`src/rtl/mem_stage.sv`:
```
// EX/MEM pipeline register, data-memory access FSM and MEM/WB register.
// Optional misaligned-access trap: define MEM_ALIGN_CHECK_EN.
module mem_stage #(
   parameter int XLEN  = 64,
   parameter int REG_W = 5
) (
   input  logic             clk,
   input  logic             rst,
   input  logic             ex_valid,
   input  logic [XLEN-1:0]  ex_alu_result,
   input  logic [XLEN-1:0]  ex_store_data,
   input  logic [REG_W-1:0] ex_rd,
   input  logic             ex_reg_write,
   input  logic             ex_mem_read,
   input  logic             ex_mem_write,
   output logic             stall,
   output logic [XLEN-1:0]  mem_result,
   output logic             dmem_req,
   output logic             dmem_we,
   output logic [XLEN-1:0]  dmem_addr,
   output logic [XLEN-1:0]  dmem_wdata,
   input  logic             dmem_ready,
   input  logic             dmem_rvalid,
   input  logic [XLEN-1:0]  dmem_rdata,
   output logic             wb_valid,
   output logic [XLEN-1:0]  wb_result,
   output logic [REG_W-1:0] wb_rd,
   output logic             wb_reg_write,
   output logic             misalign_err
);

   typedef enum logic [1:0] {IDLE, ACCESS, WAIT_RD} state_e;

   state_e             state_q, state_d;
   logic               m_valid_q, m_reg_write_q, m_mem_read_q, m_mem_write_q;
   logic [XLEN-1:0]    m_alu_result_q, m_store_data_q;
   logic [REG_W-1:0]   m_rd_q;
   logic               wb_valid_q, wb_reg_write_q, misalign_q;
   logic [XLEN-1:0]    wb_result_q;
   logic [REG_W-1:0]   wb_rd_q;

   logic m_store, m_op, m_mis, ex_op, ex_mis, done_now, load_done;

   // Read+write together is treated as a load.
   assign m_store = m_mem_write_q & ~m_mem_read_q;
   assign m_op    = m_valid_q & (m_mem_read_q | m_mem_write_q);
   assign ex_op   = ex_valid & (ex_mem_read | ex_mem_write);

`ifdef MEM_ALIGN_CHECK_EN
   assign m_mis  = m_op & (m_alu_result_q[2:0] != 3'd0);
   assign ex_mis = ex_alu_result[2:0] != 3'd0;
`else
   assign m_mis  = 1'b0;
   assign ex_mis = 1'b0;
`endif

   assign done_now  = (state_q == ACCESS & m_store & dmem_ready) |
                      (state_q == WAIT_RD & dmem_rvalid);
   assign stall     = (state_q == ACCESS | state_q == WAIT_RD) & ~done_now;
   assign load_done = state_q == WAIT_RD;

   always_comb begin
      state_d = state_q;
      if (!stall)
         state_d = (ex_op & ~ex_mis) ? ACCESS : IDLE;
      else if (state_q == ACCESS && dmem_ready)
         state_d = WAIT_RD;
   end

   always_ff @(posedge clk) begin
      if (rst) begin
         state_q        <= IDLE;
         m_valid_q      <= 1'b0;
         m_reg_write_q  <= 1'b0;
         m_mem_read_q   <= 1'b0;
         m_mem_write_q  <= 1'b0;
         m_alu_result_q <= '0;
         m_store_data_q <= '0;
         m_rd_q         <= '0;
         wb_valid_q     <= 1'b0;
         wb_reg_write_q <= 1'b0;
         wb_result_q    <= '0;
         wb_rd_q        <= '0;
         misalign_q     <= 1'b0;
      end else begin
         state_q <= state_d;
         if (!stall) begin
            m_valid_q      <= ex_valid;
            m_reg_write_q  <= ex_valid & ex_reg_write;
            m_mem_read_q   <= ex_valid & ex_mem_read;
            m_mem_write_q  <= ex_valid & ex_mem_write;
            m_alu_result_q <= ex_alu_result;
            m_store_data_q <= ex_store_data;
            m_rd_q         <= ex_rd;
            wb_valid_q     <= m_valid_q;
            wb_result_q    <= load_done ? dmem_rdata : m_alu_result_q;
            wb_rd_q        <= m_rd_q;
            wb_reg_write_q <= m_valid_q & m_reg_write_q & ~m_store & ~m_mis;
            misalign_q     <= m_mis;
         end else begin
            wb_valid_q     <= 1'b0;
            wb_reg_write_q <= 1'b0;
            misalign_q     <= 1'b0;
         end
      end
   end

   assign mem_result   = m_alu_result_q;
   assign dmem_req     = state_q == ACCESS;
   assign dmem_we      = (state_q == ACCESS) & m_store;
   assign dmem_addr    = m_alu_result_q;
   assign dmem_wdata   = m_store_data_q;
   assign wb_valid     = wb_valid_q;
   assign wb_result    = wb_result_q;
   assign wb_rd        = wb_rd_q;
   assign wb_reg_write = wb_reg_write_q;
   assign misalign_err = misalign_q;

endmodule
```
`config.mk`:
```
export PLATFORM = sky130hd
export DESIGN_NAME = mem_stage
export DESIGN_NICKNAME = d
export VERILOG_FILES = /design/src/rtl/mem_stage.sv
export SDC_FILE = /design/constraint.sdc
export NUM_CORES = 1
export LEC_CHECK = 0
export ABC_CLOCK_PERIOD_IN_PS = 4600
export BUFFER_PORTS_ARGS = -buffer_cell sky130_fd_sc_hd__buf_2
export CORE_AREA = 4 4 182 184
export CTS_CLUSTER_SIZE = 28
export DETAILED_ROUTE_END_ITERATION = 16
export DIE_AREA = 0 0 186 188
export HOLD_SLACK_MARGIN = 0.03
export PLACE_DENSITY_LB_ADDON = 0.3
export SLEW_MARGIN = 10
export SYNTH_ARGS = -nofsm -noshare
export SYNTH_HDL_FRONTEND = slang
export SYNTH_SLANG_ARGS = --single-unit
```
`constraint.sdc`:
```
create_clock -name clk -period 4.6 [get_ports clk]
set_clock_uncertainty 0.05 [all_clocks]
set_input_delay 0.46 -clock clk [delete_from_list [all_inputs] [get_ports clk]]
set_output_delay 0.46 -clock clk [all_outputs]
set_load 0.02 [all_outputs]
```
* After elaboration in Yosys (flattened, before gate mapping)
Cells that the tools add are included.
** Word-level totals
- Flip-flop bits (word level) :: 210
- Word-level logic and storage cells :: 38
** Cells by class
- Equality and inequality tests :: 3
- Muxes and demuxes :: 4
- Bitwise operators :: 17
- Reduce and logical (&&, ||, !) cells :: 2
** Operators by type and width (count)
- $mux W64 :: 1
- $and A1 B1 Y1 :: 11
- $mux W2 :: 2
- $not A1 Y1 :: 3
- $or A1 B1 Y1 :: 3
- $eq A2 B1 Y1 const B :: 1
- $eq A2 B2 Y1 const B :: 1
- $ne A2 B1 Y1 const B :: 1
- $reduce_or A2 Y1 :: 1
- $logic_and A1 B1 Y1 :: 1
- $mux W1 :: 1

* Logic depth before layout (Yosys ltp)
Gate-level depths: netlist of the first run.
- Word-level depth :: 8
- Gate-level depth with buffers :: 9

* Worst setup path before layout of the first run
No wires, ideal clock.
- Kind :: flip-flop to output port
- From :: reg state_q[1]
- To :: out stall
- Setup slack :: 2731 ps
- Arrival time :: 1359 ps
- Stages on the path, launching flop included :: 7
- Required time :: 4090 ps
- Buffers on the path :: 1
- Cell sequence :: dfxtp_1 -> inv_1 -> ha_1 -> nand4b_1 -> nand2_1 -> buf_2 -> inv_1
** On the way
- Longest elaborated chain between the ends :: 6
** RTL lines
- start, declared :: line 34 : state_e state_q, state_d;
- start signal, assigned :: line 86 : state_q <= state_d;
- $eq A2 B1 Y1 *
- named net dmem_req :: line 18 : output logic dmem_req,
- $and A1 B1 Y1 (2 in a row) :: line 57 : assign done_now = (state_q == ACCESS & m_store & dmem_ready) |
- $or A1 B1 Y1 :: line 57
- $not A1 Y1 :: line 59 : assign stall = (state_q == ACCESS | state_q == WAIT_RD) & ~done_now;
- $and A1 B1 Y1 * :: line 59
- end, declared :: line 16 : output logic stall,
Mark *: on every way through the listed nets, which the timed path passes. The rest lies on a longest branch.

* Worst setup path in the final report of the first run
- From :: reg state_q[0]
- To :: out stall
** On the way
- Longest elaborated chain between the ends :: 6
** RTL lines (line)
- $eq A2 B1 Y1 :: 57, 59
- $and A1 B1 Y1 (2 in a row) :: 57
- $or A1 B1 Y1 :: 57
- $not A1 Y1 :: 59
- $and A1 B1 Y1 * :: 59
Every way passes the cells marked *; elsewhere a longest branch is shown, timed or not.

==> summary.txt, run 1 <==
Clock network
  – Post-CTS sizing: 0
  – Clock slew at reported path FFs: roughly 0.060 ns
  – Hold bufs inserted after CTS: 0
  – Worst-skew pair later-pin latency: 0.51 ns
  – CTS tree: built
  – CTS Root Cell: clkbuf_16
  – Post-CTS setup buffer count: 0
  – CTS Buf Count: 24
  – Bufs on Longest Clock Path: 3
  – Clock Sinks: 210
  – # H-tree levels: 1

Setup path
  – CP startpoint kind: register
  – Critical path type: register to output pin
  – Worst r2r src: state_q[0]
  – WP data required: 4.09 ns
  – R2r setup slk: 1.69 ns
  – Crit path max fanout: between 40 and 50
  – Crit path from: state_q[0]
  – Setup crit end kind: output pin
  – Arrival time worst endpoint: 2.78 ns
  – FF-to-FF path depth: 7
  – Worst reg2reg path endpoint: dmem_addr[29]

Hold path
  – Hold crit path type: primary input to register
  – Sink of the worst hold path: m_rd_q[4]
  – Hold path cells: 3
  – Worst Hold Launch: ex_rd[4]

Power and ir drop
  – PD cells: ~400 nW/um2
  – Leakage power: 5.05 nW
  – Max VDD drop: 0.228 mV

Timing
  – Final setup vio count: 0
  – Final setup TNS: 0 ns
  – Fmax: a little over 300 MHz
  – Fin. max-slew vios: 0
  – Final worst slack: 1.31 ns
  – Slew at the pin closest to its max-slew limit: 1.16 ns
  – Final period utilization: 71.6%
  – Final-report hold violation count: 0
  – Slew headroom: 23.0%
  – RSZ-0062 raised after global routing: false
  – Tmin final: 3.29 ns

Drt
  – Detail Route Antenna Nets: 0
  – Via count: 8976
  – First drt pass iteration count: 5
  – Vias/cell: 5.05
  – Routed WL: 33.1 mm
  – Initial drt markers: 524
  – Residual DRC: 0
  – Post-DR wirelength/cell: 18.6 um

Floorplan
  – Num rows: 65
  – DIE HEIGHT: 188 um
  – Die ar.: 35000 um2
  – Starting Density: 28.6%
  – Die Width: roughly 190 um
  – Io pins: about 470
  – Placeable core area: ~31000 um2

Finish
  – Register area: 4200 um2
  – Nets: about 1600
  – Fraction of layout cells with a size suffix above 1: 38.6%
  – Fillers: 3287
  – Area occupied by multi-input gates: about 3800 um2
  – Most frequent cells in the layout: buf_2 (469), dfxtp_1 (210), nand3_1 (141), o21ai_0 (141), a21oi_1 (141)
  – Most common cell after layout, fill and taps aside: buf_2
  – Layout area overhead: 30.6%

Place
  – IO buf count: 470
  – Pre-CTS setup slack: 1.70 ns
  – Routability cong.: approximately 0.81
  – Detailed Place HPWL: between 20 and 25 mm

Global route
  – Largest net degree at the start of global routing: 134
  – Total GRT Usage: between 10% and 20%
  – First-pass GRT wire length: between 40 and 50 mm
  – Grt ovf: 0
  – Number of global-route vias before repair: 8623
  – Initial antenna violation count: 3

Synth
  – Synth warnings: 0
  – Synthesized area per cell: 8.74 um2
  – Synth unique cells: 29
  – Syn nets: 1234
  – Mapped Cells: 1027
  – Seq/Total Area, Yosys: a little under half
  – Post-synthesis cell area: 8980 um2
  – Yosys reg bits: 210

Outcome
  – Status: finished, final reports clean

Flow run
  – Number of max-cap violations: 0
## per-layer routing
layer | part of all wire (%) | global-route usage (%) | vias to the layer above
met1 | 42 | 22.8 | 4248
met4 | 2.7 | 4.76 | 2
li1 | - | - | 4312
met5 | 0.039 | 0 | -
met2 | 48 | 29.0 | 367
met3 | 7.7 | 4.36 | 47
## registers in the layout, summed over array words and instances, names as in the netlist
| name | flops |
|---|---|
| dmem_addr | 64 |
| dmem_wdata | 64 |
| m_mem_read_q | 1 |
| m_mem_write_q | 1 |
| m_rd_q | 5 |
| m_reg_write_q | 1 |
| m_valid_q | 1 |
| state_q | 2 |
| wb_rd | 5 |
| wb_reg_write | 1 |
| wb_result | 64 |
| wb_valid | 1 |
## cell type report
type                    instances  area share (%)
multi-input cells             635            32.2
inverters                       4           0.128
repair buffers                484            21.2
diodes                          1          0.0213
well taps                     402            4.29
flip-flops and latches        210            35.8
clock inverters                 6           0.469
clock buffers                  34            5.88
## worst max-delay path by stage
stage	endpoint	slack, ns	depth (start not counted)
6_report	stall	1.31	8
5_1_grt	stall	1.10	8
4_1_cts	stall	1.22	8
3_5_place_dp	dmem_wdata[3]	1.70	7
3_3_place_gp	dmem_wdata[16]	1.72	7
2_1_floorplan	stall	2.73	6
## kinds of logic after synthesis
group	count (synthesis)	share of synthesized area, %
muxes	64	7.13
other	1	0.0418
AOI/OAI and AO/OA	353	22.1
DFF	210	46.8
and+or+nand+nor	215	12.1
buffers and inverters	182	11.5
adders and majority gates	2	0.279
## synth_stat cells
| library cell | instances | area [um2] |
|---|---|---|
| buf_4 | 76 | 571 |
| nand2b_1 | 1 | 6.26 |
| dfxtp_1 | 210 | 4200 |
| a211oi_2 | 7 | 87.6 |
| nor3_1 | 64 | 320 |
| o211ai_1 | 2 | 15.0 |
| o32ai_1 | 1 | 8.76 |
| buf_1 | 2 | 7.51 |
| nand4b_1 | 1 | 8.76 |
| mux2i_1 | 64 | 641 |
| and4b_1 | 1 | 10.0 |
| nand2_1 | 2 | 7.51 |
| o21ai_0 | 141 | 706 |
| o22ai_1 | 1 | 6.26 |
| and3_1 | 2 | 12.5 |
| nor2b_1 | 1 | 6.26 |
| ha_1 | 2 | 25.0 |
| buf_6 | 4 | 45.0 |
| nand3_1 | 141 | 706 |
| inv_1 | 4 | 15.0 |
| a21oi_2 | 1 | 8.76 |
| clkbuf_1 | 66 | 248 |
| nand3b_1 | 1 | 7.51 |
| nor2_1 | 1 | 3.75 |
| buf_2 | 30 | 150 |
| a21oi_1 | 141 | 706 |
| a211oi_1 | 58 | 435 |
| a21o_1 | 1 | 7.51 |
| conb_1 | 1 | 3.75 |
## critical path, stage by stage (launching register included)
cell     delay (ns)
dfxtp_1        0.32
inv_1          0.10
ha_4           0.55
a21oi_4        0.08
buf_4          0.33
nand2_2        0.12
buf_4          0.35
inv_1          0.19
buf_2          0.21
## per-stage QoR
stage	hold slack, ns	total power [W]	util, %	cells	instance area (um2)
finish	0.153	0.00474	37.4	1776	11700
floorplan	0.389	0.00264	-	1027	8980
CTS	0.124	0.00482	37.4	1775	11700
global placement	0.397	0.00295	35.0	1735	11000
global route	0.130	0.00497	37.4	1776	11700
detailed placement	0.401	0.00296	35.0	1735	11000
## where the power goes
group / total, W / switching (W) / internal [W]
Clock: 0.00183 / 0.000741 / 0.00109
Combinational: 0.000846 / 0.000546 / 0.000301
Sequential: 0.00206 / 0.000102 / 0.00196
Power figures use the tool's default switching activity.
==> run 2: changes to the inputs <==
--- a/config.mk
+++ b/config.mk
@@ -5,7 +5,7 @@
 export SDC_FILE = /design/constraint.sdc
 export NUM_CORES = 1
 export LEC_CHECK = 0
-export ABC_CLOCK_PERIOD_IN_PS = 4600
+export ABC_CLOCK_PERIOD_IN_PS = 2700
 export BUFFER_PORTS_ARGS = -buffer_cell sky130_fd_sc_hd__buf_2
 export CORE_AREA = 4 4 182 184
 export CTS_CLUSTER_SIZE = 28
==> constraint.sdc (replaced) <==
create_clock -name clk -period 2.7 [get_ports clk]
set_clock_uncertainty 0.05 [all_clocks]
set_input_delay 0.27 -clock clk [delete_from_list [all_inputs] [get_ports clk]]
set_output_delay 0.27 -clock clk [all_outputs]
set_load 0.02 [all_outputs]
==> run 2 against run 1 <==
Effect of this change:
- first-iteration DRC count fell by 0.76%
- register-to-register slack got worse by 1.4 ns
- non-clock buffer count rose by 152
- core utilization rose by 5.0 points
- critical endpoint is now m_mem_write_q
==> summary.txt, run 2 (synthesis results as in run 1) <==
Outcome
  – Status: finished, final reports clean (unchanged)

Floorplan
  – Io pins: 472 (unchanged)
  – DIE HEIGHT: 188 um (unchanged)
  – Placeable core area: 31400 um2 (unchanged)
  – Die Width: 186 um (unchanged)
  – Num rows: 65 (unchanged)
  – Die ar.: 35000 um2 (unchanged)
  – Starting Density: 28.6% (unchanged)

Global route
  – Initial antenna violation count: 1 (was 3)
  – Routing usage on met1: 23.1% (was 22.8%)
  – Met3 Usage GRT: 4.13% (was 4.36%)
  – Number of global-route vias before repair: 9596 (was 8623)
  – Total GRT Usage: 18.7% (was 17.5%)
  – First-pass GRT wire length: 53.5 mm (was 49.6 mm)
  – Grt ovf: 0 (unchanged)
  – Most Crowded Layer GR: met2 (unchanged)
  – GR Util met2: 31.4% (was 29.0%)
  – Largest net degree at the start of global routing: 101 (was 134)

Finish
  – # diodes: 0 (was 1)
  – Most common cell after layout, fill and taps aside: buf_2 (unchanged)
  – Layout area overhead: 48.0% (was 30.6%)
  – Final Core Density: 42.3% (was 37.4%)
  – Most frequent cells in the layout: buf_2 (469), dfxtp_1 (210), dlygate4sd3_1 (144) (was buf_2 (469), dfxtp_1 (210), nand3_1 (141), o21ai_0 (141), a21oi_1 (141))
  – Nets: 1717 (was 1566)
  – Fraction of layout cells with a size suffix above 1: 35.4% (was 38.6%)
  – Fin cells: 1928 (was 1776)

Hold path
  – Hold crit path type: primary input to register (unchanged)

Timing
  – Slew headroom: 56.9% (was 23.0%)
  – Final period utilization: 90.6%
  – Final-report hold violation count: 0 (unchanged)
  – Final worst slack: 0.254 ns (was 1.31 ns)
  – Fin. max-slew vios: 0 (unchanged)
  – Final setup vio count: 0 (unchanged)
  – Fmax: 409 MHz
  – Final setup TNS: 0 ns (unchanged)
  – RSZ-0062 raised after global routing: false (unchanged)
  – Tmin final: 2.45 ns
  – Slew at the pin closest to its max-slew limit: 0.646 ns (was 1.16 ns)

Clock network
  – Clock slew at reported path FFs: 0.06 ns (about the same)
  – Worst-skew pair later-pin latency: 0.51 ns (about the same)
  – CTS tree: built (unchanged)
  – CTS Root Cell: clkbuf_16 (unchanged)
  – Bufs on Longest Clock Path: 3 (unchanged)
  – # H-tree levels: 1 (unchanged)
  – Clock Sinks: 210 (unchanged)
  – CTS Buf Count: 23 (was 24)

Drt
  – First drt pass iteration count: 5 (unchanged)
  – Initial drt markers: 520 (was 524)
  – Detail Route Antenna Nets: 0 (unchanged)
  – Residual DRC: 0 (unchanged)
  – Routed WL: 35.4 mm (was 33.1 mm)
  – Vias/cell: 5.04 (was 5.05)
  – Via count: 9726 (was 8976)
  – Post-DR wirelength/cell: 18.4 um (was 18.6 um)

Place
  – IO buf count: 470 (unchanged)
  – Detailed Place HPWL: 23.1 mm (was 22.4 mm)
  – Routability cong.: 0.797 (was 0.815)
  – Placed cells: 1743 (was 1735)
  – Pre-CTS setup slack: 0.690 ns (was 1.70 ns)

Setup path
  – Arrival time worst endpoint: 2.84 ns (was 2.78 ns)
  – Worst path top cell family by delay: buffers and inverters (unchanged)
  – WP data required: 3.09 ns (was 4.09 ns)
  – Setup crit end kind: register (was output pin)
  – CP startpoint kind: register (unchanged)
  – CP Buf/Inv Count: 3 (was 5)
  – Critical path, cell by cell: inv_1, ha_1, and4b_4, buf_4, o211ai_1, dlygate4sd3_1, a21oi_1 (was inv_1, ha_4, a21oi_4, buf_4, nand2_2, buf_4, inv_1, buf_2)
  – Crit path max fanout: 26 (was 48)
  – Slowest library cell on the worst path: dlygate4sd3_1 (was ha_4)
  – Critical path type: register to register (was register to output pin)
  – CP max stage delay: 0.57 ns (was 0.55 ns)

Power and ir drop
  – Leakage power: 5.70 nW (was 5.05 nW)
  – Total power: 0.00816 W (was 0.00474 W)
  – Max VDD drop: 0.408 mV (was 0.228 mV)
  – PD cells: 614 nW/um2 (was 404 nW/um2)

Flow run
  – Number of max-cap violations: 0 (unchanged)
run 2: cell count changes in the layout (fill, tap and decap cells not counted), sizes merged:
| cell | delta |
|---|---|
| diode | -1 |
| bufinv | -1 |
| inv | +1 |
| clkbuf | -1 |
| dlygate4sd3 | +144 |
| clkinv | +1 |
| buf | +8 |
| clkinvlp | +1 |
run 2: area by class of cell:
type,count,area [um2]
Fill cell,3126,18100
Timing Repair Buffer,636,4080
Tap cell,402,503
Inverter,4,15.0
Clock inverter,8,50.0
Sequential cell,210,4200
Multi-Input combinational cell,635,3770
Clock buffer,33,663
run 2: stage by stage:
stage | area [um2] | hold WS [ns]
after floorplan | 8980 | 0.381
after global placement | 11100 | 0.396
after detailed placement | 11100 | 0.402
after CTS | 13300 | 0.0321
after global routing | 13300 | 0.0401
final | 13300 | 0.0628
run 2: layer usage:
| layer | up-vias | share of wire, % | wire length (um) |
|---|---|---|---|
| met1 | 4583 | 40 | 14300 |
| met4 | 2 | 4.1 | 1450 |
| met2 | 439 | 48 | 17100 |
| met5 | - | 0.037 | 13 |
| li1 | 4618 | - | - |
| met3 | 84 | 7.2 | 2560 |
run 2: repair_timing:
item / in CTS / in global routing
hold buffers: 144 / 0
hold endpoints to repair: 141 / 0
resized for setup: 0 / 0
setup buffers: 0 / 0
run 2: worst min-delay path: stages:
cell	delay (ns)
buf_2	0.10
o21ai_0	0.13
a21oi_1	0.08
run 2: path summary, 6_finish.rpt:
check | startpoint | endpoint | slack [ns] | depth (start not counted)
setup / recovery | state_q[1] | m_mem_write_q | 0.25 | 7
hold / removal | ex_store_data[23] | dmem_wdata[23] | 0.06 | 3
setup reg to reg | state_q[1] | m_mem_write_q | 0.25 | 7
hold reg to reg | m_rd_q[0] | m_rd_q[0] | 0.41 | 2
run 2: power by group:
part / switching, W / total [W] / internal, W
registers: 0.000176 / 0.00352 / 0.00334
logic: 0.000977 / 0.00164 / 0.000666
clock network: 0.00129 / 0.00300 / 0.00171
==> run 3: changes to the inputs <==
==> constraint.sdc (replaced) <==
create_clock -name clk -period 2.7 [get_ports clk]
set_clock_uncertainty 0.05 [all_clocks]
set_input_delay 0.405 -clock clk [delete_from_list [all_inputs] [get_ports clk]]
set_output_delay 0.405 -clock clk [all_outputs]
set_load 0.02 [all_outputs]
==> run 3 against run 2 <==
Effect of this change:
- power grew 3.8%
- fmax is 2.8% higher
- global-route usage decreased by 1.3 points
- wire length fell by 6.5%
- highest routed layer unchanged
- worst hold slack better by 0.035 ns
- setup slack gained 0.066 ns
- critical path depth down 1
- largest power group unchanged
==> summary.txt, run 3 (synthesis results as in run 1) <==
Finish
  – # diodes: 0 (unchanged)
  – Most common cell after layout, fill and taps aside: buf_2 (unchanged)
  – Layout area overhead: 33.2% (was 48.0%)
  – Fraction of layout cells with a size suffix above 1: 39.5% (was 35.4%)
  – Final Core Density: 38.1% (was 42.3%)
  – Fillers: 3340 (was 3126)
  – Nets: 1572 (was 1717)
  – Fin cells: 1785 (was 1928)
  – Most frequent cells in the layout: buf_2 (469), dfxtp_1 (210), nand3_1 (141), o21ai_0 (141), a21oi_1 (141) (was buf_2 (469), dfxtp_1 (210), dlygate4sd3_1 (144))
  – Post-route cell area: 12000 um2 (was 13300 um2)

Timing
  – Final-report hold violation count: 0 (unchanged)
  – Slew at the pin closest to its max-slew limit: 0.708 ns (was 0.646 ns)
  – Tmin final: 2.38 ns (was 2.45 ns)
  – Final setup TNS: 0 ns (unchanged)
  – Slew headroom: 52.8% (was 56.9%)
  – Final setup vio count: 0 (unchanged)
  – Fmax: 420 MHz (was 409 MHz)
  – RSZ-0062 raised after global routing: false (unchanged)
  – Fin. max-slew vios: 0 (unchanged)
  – Final period utilization: 88.1% (was 90.6%)

Global route
  – Largest net degree at the start of global routing: 101 (unchanged)
  – Grt ovf: 0 (unchanged)
  – Initial antenna violation count: 2 (was 1)
  – First-pass GRT wire length: 49.8 mm (was 53.5 mm)
  – Total GRT Usage: 17.4% (was 18.7%)
  – Number of global-route vias before repair: 8644 (was 9596)

Clock network
  – Post-CTS sizing: 0 (unchanged)
  – CTS tree: built (unchanged)
  – CTS Root Cell: clkbuf_16 (unchanged)
  – Clock slew at reported path FFs: 0.06 ns (about the same)
  – # H-tree levels: 1 (unchanged)
  – Hold bufs inserted after CTS: 0 (was 144)
  – Bufs on Longest Clock Path: 3 (unchanged)
  – Clock Sinks: 210 (unchanged)
  – Worst-skew pair later-pin latency: 0.51 ns (about the same)
  – Post-CTS setup buffer count: 0 (unchanged)
  – CTS Buf Count: 24 (was 23)

Place
  – Placed cells: 1741 (was 1743)
  – IO buf count: 470 (unchanged)
  – Dpl cell area: 11100 um2 (about the same)
  – Detailed Place HPWL: 22.6 mm (was 23.1 mm)
  – Routability cong.: 0.788 (was 0.797)

Power and ir drop
  – Internal: 0.00601 W (was 0.00571 W)
  – Total power: 0.00847 W (was 0.00816 W)
  – Switching pwr: 0.00245 W (about the same)
  – Clock power frac: 41.3% (was 36.8%)
  – Power share of the combinational group: 17.3% (was 20.1%)
  – Leakage power: 5.16 nW (was 5.70 nW)
  – Max VDD drop: 0.417 mV (was 0.408 mV)
  – PD cells: 708 nW/um2 (was 614 nW/um2)
  – Reg power frac: 41.4% (was 43.1%)
  – Switching share of power: 29.0% (was 30.0%)

Setup path
  – CP Buf/Inv Count: 3 (unchanged)
  – Critical path type: register to output pin (was register to register)
  – CP startpoint kind: register (unchanged)
  – Worst path top cell family by delay: simple AND/OR/NAND/NOR gates (was buffers and inverters)
  – WP data required: 2.25 ns (was 3.09 ns)
  – Crit path max fanout: 5 (was 26)
  – Arrival time worst endpoint: 1.92 ns (was 2.84 ns)
  – Critical path, cell by cell: inv_1, ha_1, nand4b_1, nand2_2, inv_1, buf_2 (was inv_1, ha_1, and4b_4, buf_4, o211ai_1, dlygate4sd3_1, a21oi_1)
  – CP max stage delay: 0.34 ns (was 0.57 ns)
  – Setup crit end kind: output pin (was register)
  – Slowest library cell on the worst path: dfxtp_1 (was dlygate4sd3_1)
  – Most used cell, CP: inv_1

Floorplan
  – Die ar.: 35000 um2 (unchanged)
  – Die Width: 186 um (unchanged)
  – DIE HEIGHT: 188 um (unchanged)
  – Io pins: 472 (unchanged)
  – Starting Density: 28.6% (unchanged)
  – Num rows: 65 (unchanged)
  – Placeable core area: 31400 um2 (unchanged)

Drt
  – Residual DRC: 0 (unchanged)
  – Post-DR wirelength/cell: 18.5 um (was 18.4 um)
  – Via count: 9026 (was 9726)
  – Initial drt markers: 671 (was 520)
  – Routed WL: 33.1 mm (was 35.4 mm)
  – First drt pass iteration count: 5 (unchanged)
  – Vias/cell: 5.06 (was 5.04)
  – Detail Route Antenna Nets: 0 (unchanged)

Flow run
  – Number of max-cap violations: 0 (unchanged)

Outcome
  – Status: finished, final reports clean (unchanged)

Hold path
  – Hold crit path type: primary input to register (unchanged)
==> run 3: changes by cell type in the layout (fill, tap and decap cells not counted), sizes merged <==
cell         delta
bufinv          +4
clkinv          +5
clkbuf          -5
inv             -1
dlygate4sd3   -144
buf             -2
==> run 3: worst paths after layout <==
kind / start / endpoint / slack, ns / cells after the start
hold reg to reg: dmem_wdata[61] / dmem_wdata[61] / 0.41 / 2
setup reg to reg: state_q[0] / wb_result[5] / 0.64 / 7
hold / removal: ex_store_data[29] / dmem_wdata[29] / 0.1 / 3
setup / recovery: state_q[1] / stall / 0.32 / 6
==> run 3: power groups by stage <==
| stage | Combinational [W] | Clock, W | Sequential, W |
|---|---|---|---|
| 2_1_floorplan | 0.000682 | 0 | 0.00382 |
| 3_3_place_gp | 0.00147 | 0 | 0.00357 |
| 3_5_place_dp | 0.00147 | 0 | 0.00358 |
| 4_1_cts | 0.00148 | 0.00360 | 0.00351 |
| 5_1_grt | 0.00159 | 0.00373 | 0.00354 |
| 6_report | 0.00146 | 0.00350 | 0.00351 |
==> run 3: final cells by class <==
| cell class | count | area [um2] | share of cell area, % |
|---|---|---|---|
| clock inverters | 16 | 186 | 1.56 |
| well taps | 402 | 503 | 4.21 |
| inverters | 4 | 15.0 | 0.126 |
| multi-input cells | 635 | 3770 | 31.6 |
| flip-flops and latches | 210 | 4200 | 35.2 |
| clock buffers | 28 | 667 | 5.58 |
| repair buffers | 490 | 2610 | 21.8 |
==> run 3: through the flow <==
stage          hold slack [ns]  worst slack [ns]
4_1_cts                 0.0669             0.244
3_5_place_dp             0.404             0.654
3_3_place_gp             0.397             0.736
5_1_grt                 0.0740             0.150
2_1_floorplan            0.389             0.876
6_report                0.0981             0.320
==> run 3: layer usage <==
metal	GRT usage, %	vias to the layer above	share of wire [%]
li1	-	4332	-
met1	22.6	4299	42
met2	28.8	335	48
met3	4.19	56	7.4
met4	4.68	4	2.3
met5	0	-	0.082
==> run 3: worst reg2reg max path, stage by stage (launching register included) <==
cell	delay, ns
dfxtp_1	0.36
inv_1	0.09
ha_4	0.29
a21o_4	0.38
buf_12	0.26
buf_4	0.25
nor3_1	0.07
a211oi_1	0.23
